[config.mk]
export PLATFORM = sky130hd
export DESIGN_NAME = binarize_ctrl
export DESIGN_NICKNAME = d
export VERILOG_FILES = /design/src/rtl/binarize_ctrl.sv
export SDC_FILE = /design/constraint.sdc
export NUM_CORES = 1
export LEC_CHECK = 0
export CAP_MARGIN = 20
export CORE_UTILIZATION = 55
export CTS_BUF_LIST = sky130_fd_sc_hd__clkbuf_8
export DETAILED_ROUTE_END_ITERATION = 16
export GPL_ROUTABILITY_DRIVEN = 0
export PLACE_DENSITY = 0.82
export SETUP_SLACK_MARGIN = 0.4
export SYNTH_ARGS = -nofsm -noshare
export SYNTH_HDL_FRONTEND = slang
export SYNTH_SLANG_ARGS = --single-unit
[constraint.sdc]
create_clock -name clk -period 3.45 [get_ports clk]
set_clock_uncertainty 0.2 [all_clocks]
set_input_delay 0.69 -clock clk [delete_from_list [all_inputs] [get_ports clk]]
set_output_delay 0.69 -clock clk [all_outputs]
set_load 0.1 [all_outputs]
[src/rtl/binarize_ctrl.sv]
// Frame-synchronous controller: calibration frames, then binary display; offset shadowed and committed on frame start.
// All outputs registered; changes land on the cycle after vsync falls.
module binarize_ctrl #(
    parameter int          CAL_FRAMES  = 2,
    parameter logic [7:0]  OFFSET_DEF  = 8'h20,
    parameter logic [7:0]  OFFSET_STEP = 8'h04,
    parameter int          FCNT_W      = 16
) (
    input  logic              clk,
    input  logic              rstn,
    input  logic              vsync,
    input  logic              req_toggle,
    input  logic              off_inc,
    input  logic              off_dec,
    output logic              calib,
    output logic              bin_en,
    output logic [7:0]        offset,
    output logic [1:0]        state,
    output logic              pending,
    output logic [FCNT_W-1:0] frame_cnt
);

    localparam logic [1:0] S_OFF = 2'd0;
    localparam logic [1:0] S_CAL = 2'd1;
    localparam logic [1:0] S_ON  = 2'd2;

    logic       vsync_d;
    logic       fs;
    logic       req_eff;
    logic [7:0] shadow;
    logic [7:0] shadow_nxt;
    logic [8:0] sum9;
    logic [3:0] cal_cnt;

    assign fs      = vsync_d & ~vsync;
    assign req_eff = pending ^ req_toggle;

    // Simultaneous inc and dec cancel; both directions saturate.
    always_comb begin
        sum9       = {1'b0, shadow} + {1'b0, OFFSET_STEP};
        shadow_nxt = shadow;
        if (off_inc && !off_dec)
            shadow_nxt = sum9[8] ? 8'hFF : sum9[7:0];
        else if (off_dec && !off_inc)
            shadow_nxt = (shadow < OFFSET_STEP) ? 8'h00 : (shadow - OFFSET_STEP);
    end

    always_ff @(posedge clk or negedge rstn) begin
        if (!rstn) begin
            vsync_d   <= 1'b0;
            shadow    <= OFFSET_DEF;
            offset    <= OFFSET_DEF;
            pending   <= 1'b0;
            frame_cnt <= '0;
        end else begin
            vsync_d <= vsync;
            shadow  <= shadow_nxt;
            if (fs) begin
                offset    <= shadow_nxt;
                pending   <= 1'b0;
                frame_cnt <= frame_cnt + FCNT_W'(1);
            end else begin
                pending   <= req_eff;
            end
        end
    end

    always_ff @(posedge clk or negedge rstn) begin
        if (!rstn) begin
            state   <= S_OFF;
            calib   <= 1'b0;
            bin_en  <= 1'b0;
            cal_cnt <= 4'd0;
        end else if (fs) begin
            case (state)
                S_OFF: begin
                    if (req_eff) begin
                        state   <= S_CAL;
                        calib   <= 1'b1;
                        cal_cnt <= 4'(CAL_FRAMES - 1);
                    end
                end
                S_CAL: begin
                    // An abort request wins over calibration completing on the same boundary.
                    if (req_eff) begin
                        state <= S_OFF;
                        calib <= 1'b0;
                    end else if (cal_cnt == 4'd0) begin
                        state  <= S_ON;
                        calib  <= 1'b0;
                        bin_en <= 1'b1;
                    end else begin
                        cal_cnt <= cal_cnt - 4'd1;
                    end
                end
                S_ON: begin
                    if (req_eff) begin
                        state  <= S_OFF;
                        bin_en <= 1'b0;
                    end
                end
                default: begin
                    state  <= S_OFF;
                    calib  <= 1'b0;
                    bin_en <= 1'b0;
                end
            endcase
        end
    end

endmodule

; Yosys cells after proc, flatten, opt, wreduce, memory -nomap -nowiden
; Index checks and enable logic that the tools add are counted.
[classes]
n_addsub = 4
order_cmp = 1
eq_ne = 8
muxes = 22
n_bitwise = 5
n_reduce_logical = 11
[op_table]
columns = op, n
row1 = $mux 8, 4
row2 = $add 16x1->16 const B, 1
row3 = $mux 4, 3
row4 = $ne 2x2->1 const B, 5
row5 = $reduce_and 5->1, 2
row6 = $add 8x3->9 const B, 1
row7 = $lt 8x3->1 const B, 1
row8 = $mux 2, 4
row9 = $pmux 4 s2, 1
row10 = $reduce_and 4->1, 2
row11 = $sub 8x3->8 const B, 1
row12 = $mux 1, 7
row13 = $pmux 1 s3, 2
row14 = $pmux 2 s3, 1
row15 = $logic_not 4->1, 1
row16 = $sub 4x1->4 const B, 1
row17 = $ne 3x3->1 const B, 1
row18 = $not 1->1, 3
row19 = $eq 2x1->1 const B, 1
row20 = $eq 2x2->1 const B, 1
row21 = $logic_and 1x1->1, 2
row22 = $logic_not 1->1, 2
row23 = $logic_not 2->1, 1
row24 = $reduce_bool 2->1, 1
row25 = 2 further kinds, 2
[totals]
regBits = 42
inputBits = 6
out_inout_bits = 29
wordCells = 60

; Longest topological paths before layout
[logic_depth]
word_depth = 4
mapped_depth = 6

; Least setup slack after synthesis
; OpenSTA, ideal clock, no wires.
[synth_path]
path_kind = register -> register
startpoint = reg frame_cnt[5]
endpoint = reg frame_cnt[13]
setup_ps = 158
t_arrival_ps = 1988
t_required_ps = 3092
setup_slack_ps = 1104
path_stages_with_launch = 5
synth_period_minus_slack_ps = 2346
path_cell_list = dfrtp_1 > nand4_1 > nor4_2 > nand3_1 > xnor2_1
[synth_via]
elab_chain_cells = 1
[synth_lines]
columns = element, line_no
row1 = from (decl), 20  ; output logic [FCNT_W-1:0] frame_cnt
row2 = from (signal assigned), 61  ; frame_cnt <= frame_cnt + FCNT_W'(1);
row3 = $add 16x1->16, 61
; Every way passes these cells.
; A chain may end at the register's enable or synchronous reset.

; Final worst setup path
[layout_path]
startpoint = in off_inc
endpoint = reg offset[6]
[layout_via]
elab_chain_cells = 4
word_cells_on_any_way = 5
classes_between = mux (2) / reduce/logical (3)
[layout_lines]
columns = element, line_no
row1 = from (decl), 13  ; input logic off_inc,
row2 = $logic_not 1->1, 44  ; else if (off_dec && !off_inc)
row3 = $logic_and 1x1->1, 44
row4 = $mux 8, 44
row5 = $mux 8 (*), 42  ; if (off_inc && !off_dec)
row6 = named net shadow_nxt[6], 31  ; logic [7:0] shadow_nxt;
row7 = to (signal assigned), 59  ; offset <= shadow_nxt;
row8 = to (decl), 17  ; output logic [7:0] offset,
; The timed path passes the listed nets; every way through them passes the cells marked *.

==> run metrics <==
status completed; core area about 3700 sq um; Sequential Power Share 36.4%; clock root buffer clkbuf_8; Yosys top cell area share 45.9%; critical path data required time 3440 ps; first-pass GRT wire length 7.11 mm; Least-Margin Pin Slew 878 ps; TNS Setup 0 ps; count of different cell masters after synthesis 52; multi-input combinational cell area 1050 sq um; CTS Buf Count 5; sequential fraction of the synthesis area 48.3%; vias in the first global route 1547; Antenna Nets Post-Route 0; Leak about 0.0011 uW; Internal Power 1130 uW; largest net degree at the start of global routing between 40 and 50; H-Tree Depth 2; # DRC 0; WS Path Type input port to flip-flop; area leader, netlist dfrtp_1; row cnt 22; most frequent cell after synthesis dfrtp_1; switching pwr approximately 1100 uW; Die H 65.0 um; routed vias 1689; count of final hold-check violations 0; Area Overhead vs Synth 18.1%; Register Area ~1100 sq um; GRT Total Usage 22.4%; Fillers approximately 320; worst hold slack around 280 ps; ys flop type dfrtp_1; worst min-delay path category flip-flop to flip-flop; cts hold-fix bufs 0; Iteration-0 DRC Markers 74; PortBufs 34; Max Slew Vio Count 0; final wirelength 4.21 mm; switching portion of total power approximately 50%; Synth Net Count between 200 and 250; final setup fails 0; Startpoint Class input port; Inserted Diodes 0; Post-CTS Setup Repair Bufs 0; initial core utilization 58.3%; Slew HR 41.5%; first drt pass iteration count 5; Post-synth ARST share 100%; Vias/cell 5.80; Mapped Area 2180 sq um; Comb power frac a little under half; Arr. time, crit path 2600 ps; crit end category flip-flop; crit share post-route roughly three quarters; fmax approximately 380 MHz; initial antenna violation count 0; Peak VDD IR 0.701 mV; Mapped Avg Cell Area between 10 and 15 sq um; layout cells sized above 1 21.8%; Die Span X 65.0 um; Die ar. 4220 sq um; gr ovfl total 0; RSZ-0062 raised after global routing false; crit path max fanout 12; pwr dens ~880 nW/um^2; synth warn 0; top cells by count, synth dfrtp_1 (40), nand2_1 (27), nor2_1 (13), xnor2_1 (13), nand3_1 (10); number of synthesized flops with an enable pin 0; minimum clock period about 2600 ps; synth top area cells dfrtp_1 (46%), xnor2_1 (5.2%), nand2_1 (4.6%); # resized after CTS 0; Bufs on Longest Clock Path 2; Final HPWL DP between 2 and 3 mm; fin nets around 250; Clk Latency, worst-skew pair ~300 ps; TritonCTS clock tree done; clock sinks 42; clk slew on worst S/H paths 80 ps; Yosys reg bits 42; total of max-cap violations 0; Top Ports 35; Avg WL per Cell approximately 14 um; Syn Inst Count 209; clock share of power 16.9%
==> final cells by class <==
cell class              instances  share of cell area [%]
clock buffers                   5                    2.67
clock inverters                 3                    1.60
inverters                       8                    1.17
multi-input cells             150                    40.8
flip-flops and latches         42                    40.9
well taps                      48                    2.33
repair buffers                 35                    10.5
==> cells by family (layout without fill, tap and decap cells) <==
| logic type | Yosys count | after routing | share of synthesized area (%) |
|---|---|---|---|
| flip-flops | 42 | 42 | 48.3 |
| buffers and inverters | 17 | 51 | 3.50 |
| AO/OA/AOI/OAI | 37 | 37 | 12.2 |
| AND/OR/NAND/NOR | 86 | 86 | 23.1 |
| XOR/XNOR | 17 | 17 | 6.83 |
| adder cells (fa/ha/maj) | 4 | 4 | 2.29 |
| multiplexers | 6 | 6 | 3.73 |
==> worst max-delay path, cell delays in order <==
cell             delay (ps)
clkdlybuf4s50_1         780
and2b_4                 270
nand4b_1                 90
mux4_2                  500
mux2_4                  270
==> layer usage <==
layer	routed length, um	track usage, %	part of all wire [%]	up-vias
met5	0	0	0	-
met1	2020	29.7	48	821
met2	1950	34.2	46	45
met4	44	8.61	1.0	0
li1	-	-	-	817
met3	193	6.87	4.6	6
==> path summary, 6_finish.rpt <==
check	from	to	slack, ps	cells after the start
max	off_inc	offset[6]	850	5
min	offset[4]	offset[4]	280	2
max reg2reg	shadow[2]	offset[6]	1240	6
min reg2reg	offset[4]	offset[4]	280	2
max in group asynchronous	rstn	offset[3]	2190	1
min in group asynchronous	rstn	offset[4]	300	1
==> power by group through the flow <==
stage,Clock (uW),Sequential [uW],Combinational [uW]
finish,382,822,1060
CTS,389,819,1060
global route,412,846,1120
global placement,0,822,1040
floorplan,0,1260,397
detailed placement,0,824,1060
==> stage by stage <==
step	cell area (sq um)	setup WS [ps]	total power [uW]	cells	utilization, %
after floorplan	2180	1100	1660	209	-
after global placement	2460	590	1870	283	65.8
after detailed placement	2460	545	1880	283	65.8
after CTS	2570	872	2270	291	68.8
after global routing	2570	777	2380	291	68.8
final	2570	846	2260	291	68.8
==> registers in the layout, summed over array words and instances, names as in the netlist <==
register,flops
frame_cnt,16
state,2
calib,1
bin_en,1
cal_cnt,4
shadow,8
offset,8
pending,1
vsync_d,1
==> placed cells by master, fill, tap and decap left out, drive strengths merged, types with 2 or more instances in the layout <==
master         synthesis  layout
dfrtp                 40      40
inv                    8       9
nand4b                 3       3
a21boi                 3       3
xor2                   4       4
nand3                 10      10
nor3b                  2       2
nor2b                  5       5
mux2                   4       4
o21ai                  7       7
dfstp                  2       2
nand2b                 3       3
xnor2                 13      13
nand2                 27      27
and4bb                 2       2
nor4b                  2       2
nor2                  13      13
clkbuf                 6       5
nand3b                 2       2
o31ai                  5       5
buf                    3      31
a311oi                 2       2
clkdlybuf4s50          0       4
and3                   5       5
nand4                  7       7
a22o                   2       2
a21oi                  4       4
ha                     4       4
o21a                   2       2
Power figures use the tool's default switching activity.
